===== config.mk =====
export PLATFORM = sky130hd
export DESIGN_NAME = axi4_lat_inject
export DESIGN_NICKNAME = d
export VERILOG_FILES = /design/src/rtl/axi4_lat_inject_pkg.sv /design/src/rtl/axi4_lat_fifo.sv /design/src/rtl/axi4_lat_inject.sv
export SDC_FILE = /design/constraint.sdc
export NUM_CORES = 2
export LEC_CHECK = 0
export BUFFER_PORTS_ARGS = -buffer_cell sky130_fd_sc_hd__clkbuf_2
export CAP_MARGIN = 15
export CORE_ASPECT_RATIO = 1.4
export CORE_MARGIN = 10
export CORE_UTILIZATION = 55
export DETAILED_ROUTE_END_ITERATION = 7
export PLACE_DENSITY_LB_ADDON = 0.3
export SLEW_MARGIN = 30
export SYNTH_ARGS = -nofsm -noshare
export SYNTH_HDL_FRONTEND = slang
export SYNTH_SLANG_ARGS = --single-unit

===== constraint.sdc =====
create_clock -name clk -period 5.04 [get_ports clk]
set_clock_uncertainty 0.2 [all_clocks]
set_input_delay 0.252 -clock clk [delete_from_list [all_inputs] [get_ports clk]]
set_output_delay 0.252 -clock clk [all_outputs]
set_load 0.02 [all_outputs]

===== src/rtl/axi4_lat_inject_pkg.sv =====
// rtl/axi4_lat_inject_pkg.sv - shared types, widths and helpers for the AXI4 latency injector
`ifndef AXI_ID_WIDTH
`define AXI_ID_WIDTH 4
`endif
`ifndef AXI_DATA_WIDTH
`define AXI_DATA_WIDTH 32
`endif

package axi4_lat_inject_pkg;
  localparam int TS_WIDTH   = 16;
  localparam int JIT_WIDTH  = 4;
  localparam int PKG_ID_W   = `AXI_ID_WIDTH;
  localparam int PKG_DATA_W = `AXI_DATA_WIDTH;

  typedef logic [TS_WIDTH-1:0]  ts_t;
  typedef logic [JIT_WIDTH-1:0] jit_t;

  typedef struct packed {
    logic [PKG_ID_W-1:0]   id;
    logic [PKG_DATA_W-1:0] data;
    logic [1:0]            resp;
    logic                  last;
    ts_t                   ts;
    jit_t                  jit;
  } r_entry_t;

  typedef struct packed {
    logic [PKG_ID_W-1:0] id;
    logic [1:0]          resp;
    ts_t                 ts;
    jit_t                jit;
  } b_entry_t;

  // x^4 + x^3 + 1, shift left with feedback into bit 0
  function automatic jit_t lfsr4_next(input jit_t s);
    return {s[2:0], s[3] ^ s[2]};
  endfunction

  // Unsigned modular subtraction keeps the compare correct across counter wrap
  function automatic logic lat_eligible(input ts_t now, input ts_t ts, input jit_t jit, input int lat);
    ts_t               elapsed;
    logic [TS_WIDTH:0] thr;
    elapsed = now - ts;
    thr     = (TS_WIDTH+1)'(lat) + (TS_WIDTH+1)'(jit);
    return {1'b0, elapsed} >= thr;
  endfunction
endpackage


===== src/rtl/axi4_lat_fifo.sv =====
// rtl/axi4_lat_fifo.sv - timestamped delay FIFO releasing its head LAT(+jit) cycles after push
// Optional per-entry jitter when AXI4_LAT_INJECT_JITTER_EN is defined.
module axi4_lat_fifo
  import axi4_lat_inject_pkg::*;
#(
  parameter int W     = 8,
  parameter int DEPTH = 16,
  parameter int LAT   = 0
) (
  input  logic         clk,
  input  logic         rst_n,
  input  ts_t          cnt_i,
  input  logic [W-1:0] in_data_i,
  input  logic         in_valid_i,
  output logic         in_ready_o,
  output logic [W-1:0] out_data_o,
  output logic         out_valid_o,
  input  logic         out_ready_i
);
  localparam int AW = $clog2(DEPTH);

  logic [W-1:0] mem_q [DEPTH];
  ts_t          ts_q  [DEPTH];
  logic [AW:0]  wr_q, wr_d, rd_q, rd_d;
  logic         full, empty, push, pop;
  jit_t         head_jit;

  assign full        = (wr_q[AW] != rd_q[AW]) && (wr_q[AW-1:0] == rd_q[AW-1:0]);
  assign empty       = (wr_q == rd_q);
  assign in_ready_o  = !full;
  assign push        = in_valid_i && !full;
  assign out_data_o  = mem_q[rd_q[AW-1:0]];
  assign out_valid_o = !empty && lat_eligible(cnt_i, ts_q[rd_q[AW-1:0]], head_jit, LAT);
  assign pop         = out_valid_o && out_ready_i;
  assign wr_d        = wr_q + (AW+1)'(push);
  assign rd_d        = rd_q + (AW+1)'(pop);

  always_ff @(posedge clk or negedge rst_n) begin
    if (!rst_n) begin
      wr_q <= '0;
      rd_q <= '0;
      for (int i = 0; i < DEPTH; i++) begin
        mem_q[i] <= '0;
        ts_q[i]  <= '0;
      end
    end else begin
      wr_q <= wr_d;
      rd_q <= rd_d;
      if (push) begin
        mem_q[wr_q[AW-1:0]] <= in_data_i;
        ts_q[wr_q[AW-1:0]]  <= cnt_i;
      end
    end
  end

`ifdef AXI4_LAT_INJECT_JITTER_EN
  jit_t lfsr_q;
  jit_t jit_q [DEPTH];

  always_ff @(posedge clk or negedge rst_n) begin
    if (!rst_n) begin
      lfsr_q <= 4'b1001;
      for (int i = 0; i < DEPTH; i++) jit_q[i] <= '0;
    end else if (push) begin
      lfsr_q              <= lfsr4_next(lfsr_q);
      jit_q[wr_q[AW-1:0]] <= lfsr_q;
    end
  end

  assign head_jit = jit_q[rd_q[AW-1:0]];
`else
  assign head_jit = '0;
`endif
endmodule


===== src/rtl/axi4_lat_inject.sv =====
// rtl/axi4_lat_inject.sv - delays AXI4 R beats and B responses toward the bridge by a programmable latency
// Jitter option: AXI4_LAT_INJECT_JITTER_EN.
`ifndef AXI_ID_WIDTH
`define AXI_ID_WIDTH 4
`endif
`ifndef AXI_DATA_WIDTH
`define AXI_DATA_WIDTH 32
`endif

module axi4_lat_inject
  import axi4_lat_inject_pkg::*;
#(
  parameter int ID_WIDTH   = `AXI_ID_WIDTH,
  parameter int DATA_WIDTH = `AXI_DATA_WIDTH,
  parameter int R_LAT      = 20,
  parameter int B_LAT      = 10,
  parameter int DEPTH      = 16
) (
  input  logic                  clk,
  input  logic                  rst_n,
  input  logic [ID_WIDTH-1:0]   m_axi_rid,
  input  logic [DATA_WIDTH-1:0] m_axi_rdata,
  input  logic [1:0]            m_axi_rresp,
  input  logic                  m_axi_rlast,
  input  logic                  m_axi_rvalid,
  output logic                  m_axi_rready,
  output logic [ID_WIDTH-1:0]   s_axi_rid,
  output logic [DATA_WIDTH-1:0] s_axi_rdata,
  output logic [1:0]            s_axi_rresp,
  output logic                  s_axi_rlast,
  output logic                  s_axi_rvalid,
  input  logic                  s_axi_rready,
  input  logic [ID_WIDTH-1:0]   m_axi_bid,
  input  logic [1:0]            m_axi_bresp,
  input  logic                  m_axi_bvalid,
  output logic                  m_axi_bready,
  output logic [ID_WIDTH-1:0]   s_axi_bid,
  output logic [1:0]            s_axi_bresp,
  output logic                  s_axi_bvalid,
  input  logic                  s_axi_bready
);
  localparam int RW = ID_WIDTH + DATA_WIDTH + 3;
  localparam int BW = ID_WIDTH + 2;

  ts_t cnt_q, cnt_d;
  assign cnt_d = cnt_q + ts_t'(1);

  always_ff @(posedge clk or negedge rst_n) begin
    if (!rst_n) cnt_q <= '0;
    else        cnt_q <= cnt_d;
  end

  logic [RW-1:0] r_out;
  logic [BW-1:0] b_out;

  axi4_lat_fifo #(.W(RW), .DEPTH(DEPTH), .LAT(R_LAT)) u_r_fifo (
    .clk         (clk),
    .rst_n       (rst_n),
    .cnt_i       (cnt_q),
    .in_data_i   ({m_axi_rid, m_axi_rdata, m_axi_rresp, m_axi_rlast}),
    .in_valid_i  (m_axi_rvalid),
    .in_ready_o  (m_axi_rready),
    .out_data_o  (r_out),
    .out_valid_o (s_axi_rvalid),
    .out_ready_i (s_axi_rready)
  );

  axi4_lat_fifo #(.W(BW), .DEPTH(DEPTH), .LAT(B_LAT)) u_b_fifo (
    .clk         (clk),
    .rst_n       (rst_n),
    .cnt_i       (cnt_q),
    .in_data_i   ({m_axi_bid, m_axi_bresp}),
    .in_valid_i  (m_axi_bvalid),
    .in_ready_o  (m_axi_bready),
    .out_data_o  (b_out),
    .out_valid_o (s_axi_bvalid),
    .out_ready_i (s_axi_bready)
  );

  assign {s_axi_rid, s_axi_rdata, s_axi_rresp, s_axi_rlast} = r_out;
  assign {s_axi_bid, s_axi_bresp}                           = b_out;
endmodule

# Word-level counts from Yosys, hierarchy flattened

Cells that the tools add are included.
W data, S select, Z words.

Add/sub/neg operators: 7
Bitwise logic cells: 4
Multiplexer cells: 24
$lt $le $gt $ge: 8
Eq/ne operators: 6
Reductions and logical operators: 14

Operator list:

| cell                    | count |
|---|---|
| $bwmux W624             | 1 |
| $bwmux W256             | 2 |
| $bmux W39 S4            | 1 |
| $demux W39 S4           | 1 |
| $bmux W16 S4            | 2 |
| $demux W16 S4           | 2 |
| $mux W39                | 3 |
| $bwmux W96              | 1 |
| $mux W16                | 6 |
| $sub A16 B16 Y16        | 2 |
| $bmux W6 S4             | 1 |
| $demux W6 S4            | 1 |
| $add A5 B1 Y5           | 4 |
| $ge A5 B5 Y1 const B    | 4 |
| $not A4 Y5              | 4 |
| $mux W6                 | 3 |
| $add A16 B1 Y16 const B | 1 |
| $ge A16 B4 Y1 const B   | 1 |
| $ge A16 B5 Y1 const B   | 1 |
| $eq A5 B5 Y1            | 2 |
| $logic_and A1 B1 Y1     | 10 |
| $lt A5 B1 Y1 const B    | 2 |
| $eq A4 B4 Y1            | 2 |
| $logic_not A1 Y1        | 4 |
| $ne A1 B1 Y1            | 2 |

Output and inout port bits: 49
Flip-flop bits (word level): 1268
Input port bits: 51
Word-level logic and storage cells: 132

# Longest topological paths before layout

Word-level depth: 9
Mapped depth: 20
Mapped depth without buffers: 16

# By module

A second synthesis with hierarchy kept.

Cell total of the unflattened synthesis: 3597
Area total of the unflattened synthesis: 58611.2 µm²

Modules (own cells, without submodules):

| module                    | instances | area an instance (µm²) | cells each | seq. area each (µm²) |
|---|---|---|---|---|
| axi4_lat_fifo at u_r_fifo | 1         | 40649.0                | 2430       | 22271.4 |
| axi4_lat_fifo at u_b_fifo | 1         | 17260.3                | 1110       | 9058.7 |
| axi4_lat_inject           | 1         | 701.9                  | 57         | 400.4 |

# Worst setup path before layout

No wires, ideal clock.

Path type: register -> register
Start: register u_b_fifo.rd_q[0]
End: register u_b_fifo.rd_q[4]
Arrival: 4779 ps
Setup time: 81 ps
Buffers on the path: 2
Stages on the path, launching flop included: 18
Period minus slack after synthesis: 5060 ps
Slack: -20 ps
Required time: 4759 ps
Path through: dfrtp_1 -> buf_2 -> buf_1 -> mux4_2 -> mux4_2 -> inv_1 -> ha_1 -> a21o_1 -> a2111oi_2 -> o21bai_1 -> xor2_1 -> or4_1 -> nor4b_1 -> a221oi_1 -> ha_1 -> ha_1 -> nand3_1 -> xnor2_1

Cells in the longest elaborated chain, start to end: 9
Elaborated cells between the ends (all ways): 11
Those cells by class: add/sub (2); order compare (1); eq/ne (1); mux (3); bitwise (1); reduce/logical (3)

Ends and longest elaborated chain:

| element                                     | line                      | source |
|---|---|---|
| start: declaration                          | axi4_lat_fifo.sv:24       | `logic [AW:0] wr_q, wr_d, rd_q, rd_d;` |
| start signal: assignment                    | axi4_lat_fifo.sv:48       | `rd_q <= rd_d;` |
| $not A4 Y5 (implied by the code)            | axi4_lat_fifo.sv:33       | `assign out_valid_o = !empty && lat_eligible(cnt_i, ts_q[rd_q[AW-1:0]], head_jit, LAT);` |
| $bmux W16 S4                                | axi4_lat_fifo.sv:33       |  |
| $mux W16 (implied by the code) (2 in a row) | axi4_lat_fifo.sv:33       |  |
| $sub A16 B16 Y16                            | axi4_lat_inject_pkg.sv:43 | `elapsed = now - ts;` |
| $ge A16 B4 Y1                               | axi4_lat_inject_pkg.sv:45 | `return {1'b0, elapsed} >= thr;` |
| $logic_and A1 B1 Y1                         | axi4_lat_fifo.sv:33       |  |
| $logic_and A1 B1 Y1                         | axi4_lat_fifo.sv:34       | `assign pop = out_valid_o && out_ready_i;` |
| $add A5 B1 Y5 *                             | axi4_lat_fifo.sv:36       | `assign rd_d = rd_q + (AW+1)'(pop);` |
| net u_b_fifo.rd_d[4]                        | axi4_lat_fifo.sv:24       |  |

Mark *: on every way through the listed nets, which the timed path passes. The rest lies on a longest branch. The select of a mux whose other input is x is not followed.
A chain may end at the register's enable or synchronous reset.

# Final worst setup path

Start: register u_b_fifo.rd_q[0]
End: output port s_axi_bvalid

Cells in the longest elaborated chain, start to end: 7
Elaborated cells between the ends (all ways): 9
Those cells by class: add/sub (1); order compare (1); eq/ne (1); mux (3); bitwise (1); reduce/logical (2)

Ends and longest elaborated chain:

| element                                     | line                      | source |
|---|---|---|
| $not A4 Y5 (implied by the code)            | axi4_lat_fifo.sv:33       |  |
| $bmux W16 S4                                | axi4_lat_fifo.sv:33       |  |
| $mux W16 (implied by the code) (2 in a row) | axi4_lat_fifo.sv:33       |  |
| $sub A16 B16 Y16                            | axi4_lat_inject_pkg.sv:43 |  |
| $ge A16 B4 Y1                               | axi4_lat_inject_pkg.sv:45 |  |
| $logic_and A1 B1 Y1 *                       | axi4_lat_fifo.sv:33       |  |
| end: declaration                            | axi4_lat_inject.sv:39     | `output logic s_axi_bvalid,` |

Mark *: on every way between the ends. The rest lies on a longest branch, timed or not. The select of a mux whose other input is x is not followed.

==> out/results.txt <==
I/O pins -> 100
Period utilization -> 1.03
Synth warn -> 0
Cell with the most instances after synthesis -> sky130_fd_sc_hd__dfrtp_1
Number of nets in the layout -> 3829
Worst path top cell family by delay -> simple AND/OR/NAND/NOR gates
Maximum net fanout on the critical path -> 9
Maximum clock insertion buffer count -> 3
Syn_nets -> 3677
Combined global-route utilization of all metal layers -> 0.225
Number of global-route vias before repair -> 34800
TritonRoute pass-1 iters -> 5
Worst-case hold slack -> 283 ps
Critical path class -> reg -> out
Area of the mapped netlist -> 58600 sq um
Area of combinational cells with multiple inputs -> 25700 sq um
Core occupancy in the finished layout -> 0.631
Cell-internal power -> 28700 uW
Via count of the routed design -> 32000
Violated checks -> negative setup slack
Met3 layer usage reported by global route -> 0.0251
Cell variety after synth -> 67
Met1 global-route usage -> 0.287
Number of clock sinks -> 1268
Weighted congestion reported at the end of routability-driven placement -> 0.857
Number of max-cap violations -> 0
Power per standard cell area -> 631 nW/um^2
Sequential-to-total area share from yosys stat -> 0.542
Synthesized area per cell -> 16.3 sq um
Switching component of the power -> 13300 uW
Antenna violation net count after detailed routing -> 0
Mean number of vias per cell -> 6.17
CP Buf/Inv Count -> 4
Largest area contributor in the netlist -> sky130_fd_sc_hd__dfrtp_1
Arrival @ worst endpoint -> 4750 ps
Die area -> 120000 sq um
Source-to-sink clock delay at the later pin of the worst-skew pair -> 740 ps
Slew Viols, Final -> 0
Type of the most critical hold path -> reg -> reg
Critical path data required time -> 4590 ps
Number of buffers added on ports -> 99
# H-tree levels -> 3
CP startpoint kind -> register
DRT Wirelength -> 133000 microns
Unrepaired setup endpoints after global routing -> yes
Clk Tree Root Cell -> sky130_fd_sc_hd__clkbuf_16
Total non-filler cell area in the finished layout -> 66700 sq um
Effective utilization at floorplan -> 0.554
Proportion of layout cells with a drive suffix above 1 -> 0.571
Main synth FF type -> sky130_fd_sc_hd__dfrtp_1
GRT busiest layer -> met2
# DRC -> 0
Global-route wire length before repair -> 208000 microns
X dimension of the die -> 296 microns
Cell occurring most often along the worst timing path -> sky130_fd_sc_hd__mux4_2
Proportion of total power due to net switching -> 0.317
Fill cell total of the finished layout -> 7451
Hpwl dp -> 78400 microns
Clock Pin Slew Worst Setup and Hold Paths -> 60 ps
Critical path's slowest cell -> sky130_fd_sc_hd__dfrtp_4
Count of flip-flops with a built-in enable after synthesis -> 0
Outcome -> finished with violations
Endpoint class of the critical path -> output pin
Part of the total power dissipated in the clock network -> 0.213
Yosys reg bits -> 1268
Cell area after placement -> 61100 sq um
DR iter-0 viols -> 1815
Share of the synthesized area in the top cell type -> 0.542
Worst path cell trace -> buf_16 > buf_12 > mux4_2 > mux4_2 > inv_1 > ha_4 > or3_1 > a21boi_0 > mux2i_1 > or4_4 > nor4b_4 > a22oi_2 > clkbuf_8
Chip height -> 406 microns
Final setup viols -> 2
TritonCTS clock tree -> done
Fraction of met2 tracks used by global routing -> 0.396
Initial antenna violation count -> 0
Highest achievable clock rate -> 192 MHz
Share of total power in sequential cells -> 0.379
Peak supply drop -> 0.000390 V
Core region area -> 106000 sq um
Flip-flop and latch area -> 31800 sq um
Largest net degree at the start of global routing -> 150
Proportion of power drawn by combinational gates -> 0.408
Leakage power -> 0.0294 uW
Crit path largest cell delay -> 510 ps
Inst Count DP -> 4875
Slew @ Worst Pin -> 888 ps
Shortest clock period the worst path allows after layout -> 5210 ps
Diodes inserted -> 0
Placement row count -> 141
Post-synthesis async set-or-reset flop share -> 1.00
Synth top area cells -> sky130_fd_sc_hd__dfrtp_1 (54%), sky130_fd_sc_hd__mux2_2 (23%), sky130_fd_sc_hd__mux4_2 (15%), sky130_fd_sc_hd__clkbuf_1 (0.96%), sky130_fd_sc_hd__ha_1 (0.83%)
Endpoints failing hold -> 0
Rel. slew slack -> 0.408
Area delta synth->final -> 13.9%
Final standard cell count with taps included and fillers excluded -> 5186
Residual overflow from global routing -> 0
Average routed wire per standard cell -> 25.7 microns
Cell count after synthesis -> 3585
Number of CTS-inserted buffers -> 119
Worst path setup slack after routing -> -165 ps
Most used standard cells in the synthesized netlist -> sky130_fd_sc_hd__dfrtp_1 (1268), sky130_fd_sc_hd__mux2_2 (1215), sky130_fd_sc_hd__mux4_2 (383)
repair_timing:
| action | CTS | global route |
|---|---|---|
| resized for setup | 64 | 68 |
| buffers inserted | 27 | 19 |
| endpoints found under the hold margin | 874 | 64 |
| pin swaps | 15 | 22 |
| setup endpoints to repair | 7 | 8 |
| hold buffers | 50 | 1 |
| cloned | 2 | 2 |
path summary, 6_finish.rpt:
check                           slack [ps]                            start  cells past startpoint                         endpoint
worst max-delay path                  -170       u_b_fifo.rd_q[0]$_DFF_PN0_                     13                     s_axi_bvalid
worst min-delay path                   280  u_r_fifo.mem_q[478]$_DFFE_PN0P_                      1  u_r_fifo.mem_q[478]$_DFFE_PN0P_
worst max register to register         150       u_r_fifo.rd_q[0]$_DFF_PN0_                     22       u_r_fifo.rd_q[4]$_DFF_PN0_
worst min register to register         280  u_r_fifo.mem_q[478]$_DFFE_PN0P_                      1  u_r_fifo.mem_q[478]$_DFFE_PN0P_
max in group asynchronous             2660                            rst_n                      5  u_r_fifo.mem_q[425]$_DFFE_PN0P_
min in group asynchronous              400                            rst_n                      3  u_r_fifo.mem_q[242]$_DFFE_PN0P_
flip-flops by register name, summed over array words and instances (netlist names):
| register | cells |
|---|---|
| u_r_fifo.ts_q | 256 |
| u_r_fifo.rd_q | 5 |
| u_b_fifo.mem_q | 96 |
| u_r_fifo.mem_q | 624 |
| u_b_fifo.ts_q | 256 |
| u_b_fifo.rd_q | 5 |
| u_b_fifo.wr_q | 5 |
| u_r_fifo.wr_q | 5 |
| cnt_q | 16 |
layout make-up:
class,instances,area share
inverter,44,0.00248
clock inverter,34,0.00587
multi-input combinational,1962,0.385
clock buffer,178,0.0525
sequential,1268,0.476
tap,1358,0.0255
timing repair buffer,342,0.0524
metrics by stage:
| step | total power, uW | setup slack [ps] | TNS (ps) |
|---|---|---|---|
| global placement | 31300 | -189 | -433 |
| global route | 44300 | -301 | -589 |
| finish | 42100 | -165 | -183 |
| CTS | 41700 | -214 | -267 |
| detailed placement | 31800 | -250 | -637 |
| floorplan | 27300 | 7.69 | 0 |
cell usage in the layout, fill, tap and decap left out, drive strengths merged, types with 4 or more instances in the layout:
cell type    instances
a21o                 9
a21oi               27
a31oi                5
and2                 5
and3                 8
buf                192
bufinv               6
clkbuf             277
clkinv              18
clkinvlp             4
dfrtp             1268
dlygate4sd3         51
ha                  39
inv                 50
mux2              1232
mux2i               13
mux4               383
nand2               24
nand2b               6
nand3               22
nand3b               9
nand4                5
nor2                44
nor3                10
nor4                 4
o21ai               13
xnor2               26
xor2                26
power by group through the flow:
stage | clock network, uW | logic [uW] | registers [uW]
5_1_grt | 9600 | 18300 | 16300
3_3_place_gp | 0 | 15500 | 15900
6_report | 8980 | 17200 | 15900
2_1_floorplan | 0 | 12200 | 15100
4_1_cts | 9170 | 16600 | 15900
3_5_place_dp | 0 | 15800 | 16100
per-layer routing:
metal	wire, microns	up-vias
li1	-	13700
met1	55100	17500
met2	69900	631
met3	4370	206
met4	3820	0
met5	0	-
logic make-up after synthesis:
| logic type | after synthesis | synth area share |
|---|---|---|
| AO/OA/AOI/OAI | 89 | 0.0101 |
| buffers and inverters | 355 | 0.0301 |
| adder cells (fa/ha/maj) | 41 | 0.00901 |
| multiplexers | 1628 | 0.386 |
| XOR/XNOR | 52 | 0.00778 |
| AND/OR/NAND/NOR | 152 | 0.0147 |
| flip-flops | 1268 | 0.542 |
Note: power is estimated with default switching activity, not from simulation.
